`src/rtl/i2s_dac_tx_if.sv`:
```
// Sample handshake between the APU mixer and the I2S DAC transmitter.
//   sample_l / sample_r : stereo PCM pair (two's complement)
//   sample_valid        : source offers a pair; must hold data until accepted
//   sample_ready        : transmitter FIFO has room
//   fifo_level          : number of occupied FIFO entries
// The mixer side uses modport master, the transmitter uses modport slave.
interface i2s_dac_tx_if #(
    parameter int unsigned DATA_WIDTH = 16,
    parameter int unsigned FIFO_DEPTH = 4
);
    localparam int unsigned LvlW = $clog2(FIFO_DEPTH + 1);

    logic [DATA_WIDTH-1:0] sample_l;
    logic [DATA_WIDTH-1:0] sample_r;
    logic                  sample_valid;
    logic                  sample_ready;
    logic [LvlW-1:0]       fifo_level;

    modport master (
        output sample_l,
        output sample_r,
        output sample_valid,
        input  sample_ready,
        input  fifo_level
    );

    modport slave (
        input  sample_l,
        input  sample_r,
        input  sample_valid,
        output sample_ready,
        output fifo_level
    );
endinterface

```
`src/rtl/i2s_dac_tx.sv`:
```
// I2S / left-justified serial audio transmitter.
// Stereo samples arrive over the smp handshake into a small FIFO. The block derives the bit
// clock (AUD_BCLK) and word select (AUD_DACLRCK) from clk with clock enables only, and shifts
// each channel word out MSB-first on AUD_DACDAT. A new frame is loaded on the rise of BCLK
// during the last bit of the right slot; an empty FIFO at that point plays silence and
// pulses underrun.
// Ports:
//   clk, rst_l   : system clock, asynchronous active-low reset
//   mode_i2s     : 1 = I2S (one-bit MSB delay), 0 = left-justified; latched at frame load
//   smp          : sample handshake (slave side), see i2s_dac_tx_if
//   underrun     : one-clk pulse when a frame loads with the FIFO empty
//   AUD_BCLK     : bit clock, period 2*BCLK_DIV clk
//   AUD_DACLRCK  : word select, 0 = left, 1 = right
//   AUD_DACDAT   : serial data, changes on BCLK falling events
module i2s_dac_tx #(
    parameter int unsigned DATA_WIDTH = 16,
    parameter int unsigned SLOT_WIDTH = 32,
    parameter int unsigned BCLK_DIV   = 6,
    parameter int unsigned FIFO_DEPTH = 4
) (
    input  logic              clk,
    input  logic              rst_l,
    input  logic              mode_i2s,
    i2s_dac_tx_if.slave       smp,
    output logic              underrun,
    output logic              AUD_BCLK,
    output logic              AUD_DACLRCK,
    output logic              AUD_DACDAT
);
    localparam int unsigned CntW = $clog2(2 * SLOT_WIDTH);
    localparam int unsigned DivW = $clog2(BCLK_DIV);
    localparam int unsigned PtrW = $clog2(FIFO_DEPTH);
    localparam int unsigned LvlW = $clog2(FIFO_DEPTH + 1);

    localparam logic [CntW-1:0] CntMax = CntW'(2 * SLOT_WIDTH - 1);
    localparam logic [CntW-1:0] SlotW  = CntW'(SLOT_WIDTH);
    localparam logic [CntW-1:0] DataW  = CntW'(DATA_WIDTH);
    localparam logic [DivW-1:0] DivMax = DivW'(BCLK_DIV - 1);
    localparam logic [LvlW-1:0] Full   = LvlW'(FIFO_DEPTH);

    if (SLOT_WIDTH <= DATA_WIDTH) begin : g_bad_slot
        $error("SLOT_WIDTH must exceed DATA_WIDTH");
    end
    if (BCLK_DIV < 2) begin : g_bad_div
        $error("BCLK_DIV must be at least 2");
    end
    if (FIFO_DEPTH < 2 || (FIFO_DEPTH & (FIFO_DEPTH - 1)) != 0) begin : g_bad_depth
        $error("FIFO_DEPTH must be a power of two and at least 2");
    end

    // Bit clock divider and events
    logic [DivW-1:0] div_q, div_d;
    logic            bclk_q, bclk_d;
    logic            div_wrap, rise_evt, fall_evt;

    // Serialiser state
    logic [CntW-1:0] bit_cnt_q, bit_cnt_d, bit_nxt;
    logic            lrck_q, lrck_d;
    logic            dat_q, dat_d;
    logic            chan_r, in_word;
    logic [CntW-1:0] slot_pos, data_pos;
    logic [DATA_WIDTH-1:0] chan_word, word_shift;

    // Frame register
    logic [DATA_WIDTH-1:0] frame_l_q, frame_l_d;
    logic [DATA_WIDTH-1:0] frame_r_q, frame_r_d;
    logic                  frame_i2s_q, frame_i2s_d;
    logic                  underrun_q, underrun_d;
    logic                  load;

    // FIFO
    logic [DATA_WIDTH-1:0] mem_l [FIFO_DEPTH];
    logic [DATA_WIDTH-1:0] mem_r [FIFO_DEPTH];
    logic [PtrW-1:0]       wr_ptr_q, wr_ptr_d, rd_ptr_q, rd_ptr_d;
    logic [LvlW-1:0]       count_q, count_d;
    logic                  push, pop;

    always_comb begin
        div_wrap = (div_q == DivMax);
        div_d    = div_wrap ? '0 : div_q + 1'b1;
        bclk_d   = bclk_q ^ div_wrap;
        rise_evt = div_wrap & ~bclk_q;
        fall_evt = div_wrap & bclk_q;
        load     = rise_evt & (bit_cnt_q == CntMax);
    end

    // FIFO occupancy uses the registered count, so a push in the load cycle cannot feed
    // that load.
    assign smp.sample_ready = (count_q != Full);
    assign smp.fifo_level   = count_q;

    always_comb begin
        push     = smp.sample_valid & smp.sample_ready;
        pop      = load & (count_q != '0);
        wr_ptr_d = push ? wr_ptr_q + 1'b1 : wr_ptr_q;
        rd_ptr_d = pop ? rd_ptr_q + 1'b1 : rd_ptr_q;
        count_d  = count_q;
        case ({push, pop})
            2'b10:   count_d = count_q + 1'b1;
            2'b01:   count_d = count_q - 1'b1;
            default: count_d = count_q;
        endcase
    end

    always_comb begin
        frame_l_d   = frame_l_q;
        frame_r_d   = frame_r_q;
        frame_i2s_d = frame_i2s_q;
        underrun_d  = 1'b0;
        if (load) begin
            frame_i2s_d = mode_i2s;
            if (pop) begin
                frame_l_d = mem_l[rd_ptr_q];
                frame_r_d = mem_r[rd_ptr_q];
            end else begin
                frame_l_d  = '0;
                frame_r_d  = '0;
                underrun_d = 1'b1;
            end
        end
    end

    // Data and word select are computed from the counter value after the fall-event advance.
    always_comb begin
        bit_nxt    = (bit_cnt_q == CntMax) ? '0 : bit_cnt_q + 1'b1;
        chan_r     = (bit_nxt >= SlotW);
        slot_pos   = chan_r ? bit_nxt - SlotW : bit_nxt;
        data_pos   = slot_pos - CntW'(frame_i2s_q);
        in_word    = (slot_pos >= CntW'(frame_i2s_q)) && (data_pos < DataW);
        chan_word  = chan_r ? frame_r_q : frame_l_q;
        word_shift = chan_word << data_pos;

        bit_cnt_d = bit_cnt_q;
        lrck_d    = lrck_q;
        dat_d     = dat_q;
        if (fall_evt) begin
            bit_cnt_d = bit_nxt;
            lrck_d    = chan_r;
            dat_d     = in_word & word_shift[DATA_WIDTH-1];
        end
    end

    always_ff @(posedge clk or negedge rst_l) begin
        if (!rst_l) begin
            div_q       <= '0;
            bclk_q      <= 1'b0;
            bit_cnt_q   <= CntMax;
            lrck_q      <= 1'b0;
            dat_q       <= 1'b0;
            frame_l_q   <= '0;
            frame_r_q   <= '0;
            frame_i2s_q <= 1'b0;
            underrun_q  <= 1'b0;
            wr_ptr_q    <= '0;
            rd_ptr_q    <= '0;
            count_q     <= '0;
        end else begin
            div_q       <= div_d;
            bclk_q      <= bclk_d;
            bit_cnt_q   <= bit_cnt_d;
            lrck_q      <= lrck_d;
            dat_q       <= dat_d;
            frame_l_q   <= frame_l_d;
            frame_r_q   <= frame_r_d;
            frame_i2s_q <= frame_i2s_d;
            underrun_q  <= underrun_d;
            wr_ptr_q    <= wr_ptr_d;
            rd_ptr_q    <= rd_ptr_d;
            count_q     <= count_d;
        end
    end

    // Storage needs no reset; the pointers define what is valid.
    always_ff @(posedge clk) begin
        if (push) begin
            mem_l[wr_ptr_q] <= smp.sample_l;
            mem_r[wr_ptr_q] <= smp.sample_r;
        end
    end

    assign underrun    = underrun_q;
    assign AUD_BCLK    = bclk_q;
    assign AUD_DACLRCK = lrck_q;
    assign AUD_DACDAT  = dat_q;
endmodule
```
`src/flat_wrapper.sv`:
```
// flat-port wrapper written by rule: the top's interface ports become plain ports
module i2s_dac_tx_flat 
#(
    parameter int unsigned DATA_WIDTH = 16,
    parameter int unsigned SLOT_WIDTH = 32,
    parameter int unsigned BCLK_DIV   = 6,
    parameter int unsigned FIFO_DEPTH = 4
)
  (clk, rst_l, mode_i2s, underrun, AUD_BCLK, AUD_DACLRCK, AUD_DACDAT, smp_sample_l, smp_sample_r, smp_sample_valid, smp_sample_ready, smp_fifo_level);
  i2s_dac_tx_if #(.DATA_WIDTH(DATA_WIDTH), .FIFO_DEPTH(FIFO_DEPTH)) smp_i ();
  input  logic clk;
  input  logic rst_l;
  input  logic mode_i2s;
  output logic underrun;
  output logic AUD_BCLK;
  output logic AUD_DACLRCK;
  output logic AUD_DACDAT;
  input wire logic [$bits(smp_i.sample_l)-1:0] smp_sample_l;
  input wire logic [$bits(smp_i.sample_r)-1:0] smp_sample_r;
  input wire logic [$bits(smp_i.sample_valid)-1:0] smp_sample_valid;
  output wire logic [$bits(smp_i.sample_ready)-1:0] smp_sample_ready;
  output wire logic [$bits(smp_i.fifo_level)-1:0] smp_fifo_level;
  assign smp_i.sample_l = smp_sample_l;
  assign smp_i.sample_r = smp_sample_r;
  assign smp_i.sample_valid = smp_sample_valid;
  assign smp_sample_ready = smp_i.sample_ready;
  assign smp_fifo_level = smp_i.fifo_level;
  i2s_dac_tx #(.DATA_WIDTH(DATA_WIDTH), .SLOT_WIDTH(SLOT_WIDTH), .BCLK_DIV(BCLK_DIV), .FIFO_DEPTH(FIFO_DEPTH)) u_core (.clk(clk), .rst_l(rst_l), .mode_i2s(mode_i2s), .smp(smp_i), .underrun(underrun), .AUD_BCLK(AUD_BCLK), .AUD_DACLRCK(AUD_DACLRCK), .AUD_DACDAT(AUD_DACDAT));
endmodule
```
`config.mk`:
```
export PLATFORM = sky130hd
export DESIGN_NAME = i2s_dac_tx_flat
export DESIGN_NICKNAME = d
export VERILOG_FILES = /design/src/rtl/i2s_dac_tx_if.sv /design/src/rtl/i2s_dac_tx.sv /design/src/flat_wrapper.sv
export SDC_FILE = /design/constraint.sdc
export NUM_CORES = 1
export LEC_CHECK = 0
export ABC_AREA = 1
export BUFFER_PORTS_ARGS = -buffer_cell sky130_fd_sc_hd__clkbuf_2
export CAP_MARGIN = 20
export CORE_ASPECT_RATIO = 1.4
export CORE_MARGIN = 2
export CORE_UTILIZATION = 54
export DETAILED_ROUTE_END_ITERATION = 10
export GPL_ROUTABILITY_DRIVEN = 1
export GPL_TIMING_DRIVEN = 0
export PLACE_DENSITY = 0.73
export SYNTH_ARGS = -nofsm -noshare
export SYNTH_HDL_FRONTEND = slang
export SYNTH_SLANG_ARGS = --single-unit
```
`constraint.sdc`:
```
create_clock -name clk -period 2.5 [get_ports clk]
set_input_delay 0.375 -clock clk [delete_from_list [all_inputs] [get_ports clk]]
set_output_delay 0.375 -clock clk [all_outputs]
set_load 0.005 [all_outputs]
```
# Word level (Yosys, flattened, before mapping)
# Memory sizes are Yosys's and may differ from the RTL's.
# Cells that the tools add are included.
# op_classes
shift	1
add_sub_neg	8
eq_ne	5
order_cmp	3
mux	11
reduce_logical	3
bitwise_logic	8
# op_table
cell	count
two-way mux 16 bit	3
left shift 16 x 6 -> 16 bit	1
two-way mux 6 bit	2
adder 3 x 1 -> 3 bit, second input constant	2
adder 6 x 1 -> 6 bit, second input constant	1
bitwise AND 1 bit	6
== test 6 bit, second input constant	1
greater-or-equal comparator 6 x 1 -> 1 bit	1
greater-or-equal comparator 6 bit, second input constant	1
less-than comparator 6 x 5 -> 1 bit, second input constant	1
one-hot mux 3 bit (2 select lines)	1
subtractor 6 x 1 -> 6 bit	1
subtractor 6 bit, second input constant	1
adder 2 x 1 -> 2 bit, second input constant	2
two-way mux 1 bit	4
== test 3 bit, second input constant	1
two-way mux 3 bit	1
!= test 3 bit, second input constant	1
nonzero test 3 bit	1
subtractor 3 x 1 -> 3 bit, second input constant	1
== test 2 x 1 -> 1 bit, second input constant	1
== test 2 bit, second input constant	1
nonzero test 2 bit	1
logical AND 1 bit	1
2 further kinds	2
# word_totals
mem_bits_rw	128
output_inout_bits	8
wordCells	53
n_memories	2
reg_bits	53
inputBits	36
# mem_list
memory	words	word_bits	rd	rd_clocked_by_memory_dff	write_ports	line	text
u_core.mem_l	4	16	1	0	1	i2s_dac_tx.sv:72	logic [DATA_WIDTH-1:0] mem_l [FIFO_DEPTH];
u_core.mem_r	4	16	1	0	1	i2s_dac_tx.sv:73	logic [DATA_WIDTH-1:0] mem_r [FIFO_DEPTH];

# Logic depth before layout (Yosys ltp)
# Gate-level depths: netlist (run 1).
# depth
word_depth	8
mapped_depth	16
depth_no_buf	15

# Least setup slack after synthesis (run 1)
# No wires, ideal clock.
# synth_timing
path_kind	register to register
start	register u_core.bit_cnt_q[0]
end	register u_core.count_q[2] (netlist: u_core.smp.fifo_level[2])
required_ns	2.369
setup_ns	0.131
t_arrival_ns	2.538
period_less_slack_ns	2.669
path_stages_with_launch	15
path_slack_ns	-0.169
cell_sequence	dfstp_2 -> ha_1 -> nand2_1 -> nor2_2 -> nand3_1 -> inv_1 -> nand2_1 -> inv_1 -> buf_2 -> ha_1 -> inv_1 -> fa_1 -> a21oi_1 -> o21ai_0 -> xor2_1
# synth_via
elab_chain_cells	5
# synth_lines
item	line	text
start, declared	i2s_dac_tx.sv:57	logic [CntW-1:0] bit_cnt_q, bit_cnt_d, bit_nxt;
start signal, assigned	i2s_dac_tx.sv:147	bit_cnt_q <= CntMax;
start signal, assigned	i2s_dac_tx.sv:160	bit_cnt_q <= bit_cnt_d;
== test 6 bit (*)	i2s_dac_tx.sv:84	load = rise_evt & (bit_cnt_q == CntMax);
bitwise AND 1 bit (*)	i2s_dac_tx.sv:84	
bitwise AND 1 bit (*)	i2s_dac_tx.sv:94	pop = load & (count_q != '0);
named net u_core.pop	i2s_dac_tx.sv:76	logic push, pop;
== test 2 x 1 -> 1 bit or == test 2 bit (tied branches)	i2s_dac_tx.sv:98	case ({push, pop})
one-hot mux 3 bit (2 select lines) or nonzero test 2 bit (tied branches)	n/a	
end signal, assigned	i2s_dac_tx.sv:169	count_q <= count_d;
end, declared	i2s_dac_tx.sv:75	logic [LvlW-1:0] count_q, count_d;
# Mark *: on every way through the listed nets, which the timed path passes. The rest lies on a longest branch.
# A chain may end at the register's enable or synchronous reset.

# Final worst setup path (run 1)
# layout_timing
start	register u_core.bit_cnt_q[1]
end	register u_core.count_q[2] (netlist: u_core.smp.fifo_level[2])
# Same word-level chain as after synthesis.

==> results of run 1 <==
-- through the flow --
step                instances  TNS [ps]
floorplan                 653     -7280
global placement          878   -139910
detailed placement        883      -734
CTS                       920         0
global route              924     -35.5
finish                    924         0
-- placed cells by master (no fill, tap or decap), types with 4 or more instances in the layout --
master,n
clkinv_4,4
clkbuf_2,43
a32oi_1,32
nand2_1,177
nand3_1,48
ha_1,7
xor2_1,5
clkbuf_16,17
nor2_4,6
nor2_1,7
o21ai_0,41
edfxtp_1,128
buf_12,5
a21oi_1,34
clkbuf_1,23
dfstp_2,6
buf_4,10
inv_6,4
inv_1,58
dfrtp_1,47
-- final timing paths --
path	depth (start not counted)	to	startpoint	slack, ps
setup / recovery	14	u_core.smp.fifo_level[2]	u_core.bit_cnt_q[1]	110
hold / removal	1	u_core.mem_r[1][4]	smp_sample_r[4]	170
setup reg to reg	14	u_core.smp.fifo_level[2]	u_core.bit_cnt_q[1]	110
hold reg to reg	1	u_core.div_q[0]	u_core.div_q[0]	470
max in group asynchronous	3	u_core.frame_l_q[3]	rst_l	1390
min in group asynchronous	2	u_core.div_q[1]	rst_l	510
-- final cells by class --
| type | count | area, sq um | area share |
|---|---|---|---|
| Buffer | 31 | 143 | 0.0163 |
| Clock buffer | 17 | 425 | 0.0485 |
| Clock inverter | 15 | 144 | 0.0164 |
| Inverter | 62 | 243 | 0.0277 |
| Multi-Input combinational cell | 378 | 2020 | 0.230 |
| Sequential cell | 181 | 5180 | 0.590 |
| Tap cell | 182 | 228 | 0.0260 |
| Timing Repair Buffer | 58 | 393 | 0.0448 |
-- sequential cells by signal, summed over array words and instances, names as in the netlist --
signal                 cells
u_core.rd_ptr_q            2
u_core.AUD_DACDAT          1
u_core.frame_i2s_q         1
u_core.frame_r_q          16
u_core.bit_cnt_q           6
u_core.smp.fifo_level      3
u_core.mem_r              64
u_core.AUD_DACLRCK         1
u_core.mem_l              64
u_core.underrun            1
u_core.div_q               3
u_core.AUD_BCLK            1
u_core.wr_ptr_q            2
u_core.frame_l_q          16
-- where the power goes --
group          leakage, nW  switching, W  internal (W)
combinational         1.32     0.0000433     0.0000237
clock                0.277       0.00120       0.00132
sequential            1.84             0       0.00321
total                 3.44       0.00124       0.00456
-- cell families (layout without fill, tap and decap cells) --
family | Yosys count | in the layout | synth area share
XOR/XNOR | 7 | 7 | 0.00821
buffers and inverters | 94 | 183 | 0.0496
AND/OR/NAND/NOR | 249 | 249 | 0.139
AO/OA/AOI/OAI | 111 | 111 | 0.0911
flip-flops | 181 | 181 | 0.693
adder cells (fa/ha/maj) | 11 | 11 | 0.0194
-- repair_timing --
item	4_1_cts	5_1_grt
pin swaps	1	4
endpoints found under the hold margin	18	0
setup endpoints to repair	3	2
hold buffers	1	0
setup buffers	4	5
resized for setup	9	13
-- per-layer routing --
layer,global-route usage,wire length [um],up-vias
met2,0.384,8290,159
met5,0,0,-
met1,0.296,6550,2486
met3,0.0485,746,26
li1,-,-,2414
met4,0.0810,339,0
==> impl_metrics.tcl, run 1 <==
set metrics [dict create \
    port_buffers 43 \
    timing.final.ws_setup_ps 112 \
    fmax_ghz 0.419 \
    area_growth_pct 17.3 \
    leakagePower_nw 3.44 \
    path_buf_inv 4 \
    clkSinkCount 181 \
    period_minus_slack_ps 2390 \
    fillerInstances 985 \
    vdd_ir_drop_max_mv 0.426 \
    io_pins 44 \
    drc 0 \
    tightest_slew_ps 679 \
    ys_ff_latch 181 \
    synth_area_leaders "edfxtp_1 51%, dfrtp_1 16%, nand2_1 9.0%, a32oi_1 3.8%, nand3_1 3.3%" \
    dpl-instance-area_sq_mm 0.00805 \
    ys.warnings.count 0 \
    utilization 0.652 \
    diodes 0 \
    grt_max_degree 30 \
    routed_wl_um 15900 \
    die_height_um 143 \
    num-nets-final 776 \
    htreeDepth 4 \
    ant_nets 0 \
    drv_cap 0 \
    rows 50 \
    path_clk_slew_ps 70 \
    cp_slowest_cell "dfstp_2" \
    cts_made_buffers 17 \
    routed_via_density 5.50 \
    hp-class "in -> reg" \
    finalPower_w 0.00580 \
    place_congestion 0.857 \
    drtIter0Drc 368 \
    synth_cells 653 \
    worstSetupStartpointType "flip-flop" \
    synthTopCellsByCount "179 x nand2_1, 128 x edfxtp_1, 62 x inv_1, 49 x nand3_1, 47 x dfrtp_1" \
    stdcell_area_sq_mm 0.00877 \
    avgRoutedWirePerCell_um 17.2 \
    overflow 0 \
    synth_flop_cell "edfxtp_1" \
    fin_worst_skew_ps 8.80 \
    cts_tree "built" \
    antenna_found_initial 0 \
    root_buffer "clkbuf_16" \
    setup_viol 0 \
    endpoint_kind "flip-flop" \
    first_pass_iters 5 \
    cp_top_family "adder cells" \
    status "complete, no violations" \
    fin_crit_sh 0.955 \
    cp_slowest_stage_delay_ps 540 \
    pre_cts_ws_ps -466 \
    crit_path_max_fanout 6 \
    grt_pass1_vias 5071 \
    p_per_area_mw_per_mm2 661 \
    synth_cell_types 28 \
    syn-cell-area_sq_mm 0.00747 \
    slew_violations 0 \
    grt_pass1_wl_um 25500 \
    die_w_um 103 \
    insertion_delay_ps 420 \
    synth_edf_count 128 \
    ys_seq_area_frac 0.693 \
    cp_cell_sequence "ha_2 -> nand2_2 -> nor2_4 -> nand3_4 -> inv_4 -> nand2_4 -> inv_6 -> buf_8 -> ha_1 -> inv_1 -> fa_2 -> a21oi_2 -> o21ai_1 -> xor2_1" \
    synth_top_cell_area_share 0.514 \
    slew_headroom 0.547 \
    drive_gt1_frac 0.170 \
    hold_ws_ps 166 \
    path_class "reg -> reg" \
    postSynthAreaPerCell_sq_um 11.4 \
    synth_nets 700 \
    core_sq_mm 0.0135 \
    grt_util_all_layers 0.230 \
    synth.most_common_cell "nand2_1" \
    async_flop_share 0.293 \
    worst-endpoint-required_ps 2810 \
    num_vias 5085 \
    start_util 0.556 \
    die_area_sq_mm 0.0148 \
    post-dp-hpwl_um 10700 \
    worstPathArrival_ps 2690 \
    hold_viol_final 0 \
    yosys.area.top_type "edfxtp_1" \
    clockBufferDepth 2 \
]
Power figures use the tool's default switching activity.
==> run 2: changes to the inputs <==
CORE_ASPECT_RATIO = 0.5   (was 1.4)
==> run 2 against run 1 <==
Sequential share of layout area fell by 0.59 points. Clock skew barely moved. Maximum frequency fell by 0.58%. Die area rose by 0.30%. Critical endpoint unchanged. Largest power group unchanged.
==> impl_metrics.tcl, run 2 (synthesis results as in run 1) <==
set metrics [dict create \
    fin_crit_sh 0.961 \
    num-nets-final 774 \
    switchingPower_w 0.00128 \
    avgRoutedWirePerCell_um 18.4 \
    insertion_delay_ps 430 \
    utilization 0.655 \
    leakagePower_nw 3.47 \
    grt_util_all_layers 0.243 \
    period_minus_slack_ps 2400 \
    status "complete, no violations" \
    clockPowerShare 0.457 \
    start_util 0.553 \
    die_w_um 170 \
    fmax_ghz 0.416 \
    slew_headroom 0.561 \
    p_int_w 0.00476 \
    tightest_slew_ps 659 \
    path_class "reg -> reg" \
    largestRegisters "u_core.mem_l x64, u_core.mem_r x64" \
    cts_tree "built" \
    dpl-instance-area_sq_mm 0.00806 \
    antenna_found_initial 0 \
    final_common_cell "nand2_1" \
    switching_share 0.212 \
    slew_violations 0 \
    first_pass_iters 7 \
    vdd_ir_drop_max_mv 0.427 \
    ant_nets 0 \
    seq_power_share 0.532 \
    area_growth_pct 18.5 \
    totalNegativeSetupSlack_ps 0 \
    hold_ws_ps 152 \
    stdcell_area_sq_mm 0.00886 \
    diodes 0 \
    clkSinkCount 181 \
    hp-class "in -> reg" \
    routed_wl_um 16900 \
    path_clk_slew_ps 70 \
    drive_gt1_frac 0.178 \
    drtIter0Drc 596 \
    combPwrFrac 0.011 \
    rows 30 \
    io_pins 44 \
    htreeDepth 4 \
    die_area_sq_mm 0.0149 \
    worstRegToRegCells 13 \
    cp_slowest_stage_delay_ps 580 \
    final_cell_mix "175 x nand2_1, 128 x edfxtp_1, 57 x inv_1" \
    place_congestion 0.887 \
    drv_cap 0 \
    clockBufferDepth 2 \
    grt_pass1_wl_um 26600 \
    post-dp-hpwl_um 10800 \
    hold_viol_final 0 \
    drc 0 \
    hold-path-cell-count 1 \
    port_buffers 43 \
    worst-endpoint-required_ps 2820 \
    p_per_area_mw_per_mm2 682 \
    die_height_um 87.2 \
    grt_pass1_vias 4979 \
    fin_worst_skew_ps 9.00 \
    cts_made_buffers 17 \
    setup_viol 0 \
    overflow 0 \
    root_buffer "clkbuf_16" \
    worstSetupStartpointType "flip-flop" \
    finalPower_w 0.00604 \
    crit_path_max_fanout 11 \
    grt_max_degree 36 \
    routed_via_density 5.70 \
    core_sq_mm 0.0135 \
    num_vias 5217 \
    fillerInstances 980 \
    cp_cell_sequence "ha_4 -> nand2_2 -> nor2_4 -> nand3_4 -> inv_4 -> nand2_4 -> inv_6 -> ha_1 -> inv_2 -> fa_2 -> a21oi_2 -> o21ai_1 -> xor2_1" \
    endpoint_kind "flip-flop" \
    worstPathArrival_ps 2720 \
    cp_slowest_cell "dfstp_2" \
]
[run 2: per-layer routing]
metal,up-vias,share of wire,global-route usage
met4,0,0.014,0.0824
li1,2419,-,-
met1,2563,0.45,0.357
met5,-,0,0
met3,21,0.079,0.0473
met2,214,0.45,0.370
[run 2: cell type report]
type,count,area (sq um),share of cell area
Clock inverter,14,178,0.0201
Multi-Input combinational cell,378,2070,0.233
Clock buffer,18,429,0.0485
Sequential cell,181,5180,0.585
Inverter,62,248,0.0280
Buffer,31,143,0.0161
Tap cell,176,220,0.0249
Timing Repair Buffer,56,397,0.0448
[run 2: worst paths after layout]
| kind | slack, ps | from | endpoint |
|---|---|---|---|
| max reg2reg | 100 | u_core.bit_cnt_q[1] | u_core.smp.fifo_level[2] |
| min in group asynchronous | 430 | rst_l | u_core.div_q[1] |
| min reg2reg | 470 | u_core.div_q[0] | u_core.div_q[0] |
| max | 100 | u_core.bit_cnt_q[1] | u_core.smp.fifo_level[2] |
| max in group asynchronous | 1460 | rst_l | u_core.bit_cnt_q[1] |
| min | 150 | smp_sample_l[12] | u_core.mem_l[0][12] |
[run 2: repair_timing]
| item | in CTS | in global routing |
|---|---|---|
| setup buffers | 4 | 3 |
| endpoints found under the hold margin | 15 | 0 |
| endpoints found under the setup margin | 3 | 2 |
| resized for setup | 11 | 27 |
| pin swaps | 2 | 8 |
| hold buffers | 1 | 0 |
[run 2: power groups by stage]
| stage | logic, W | clock network [W] | registers (W) |
|---|---|---|---|
| floorplan | 0.00000000103 | 0 | 0.00328 |
| global placement | 0.0000595 | 0 | 0.00328 |
| detailed placement | 0.0000674 | 0 | 0.00328 |
| CTS | 0.0000690 | 0.00277 | 0.00321 |
| global route | 0.0000772 | 0.00289 | 0.00321 |
| finish | 0.0000676 | 0.00276 | 0.00321 |
[run 2: critical path, delay by kind of cell (launching register included)]
kind                       cells  cell delay (ps)
AOI/OAI and AO/OA              2              200
DFF                            1              580
and+or+nand+nor                4              430
buffers and inverters          3              250
xor gates and xnor gates       1              140
adders and majority gates      3              680
[run 2: through the flow]
stage,std cells,setup WS [ps]
5_1_grt,916,-52.7
6_report,916,98.2
3_5_place_dp,877,-496
2_1_floorplan,653,-56.6
3_3_place_gp,872,-1260
4_1_cts,914,14.6
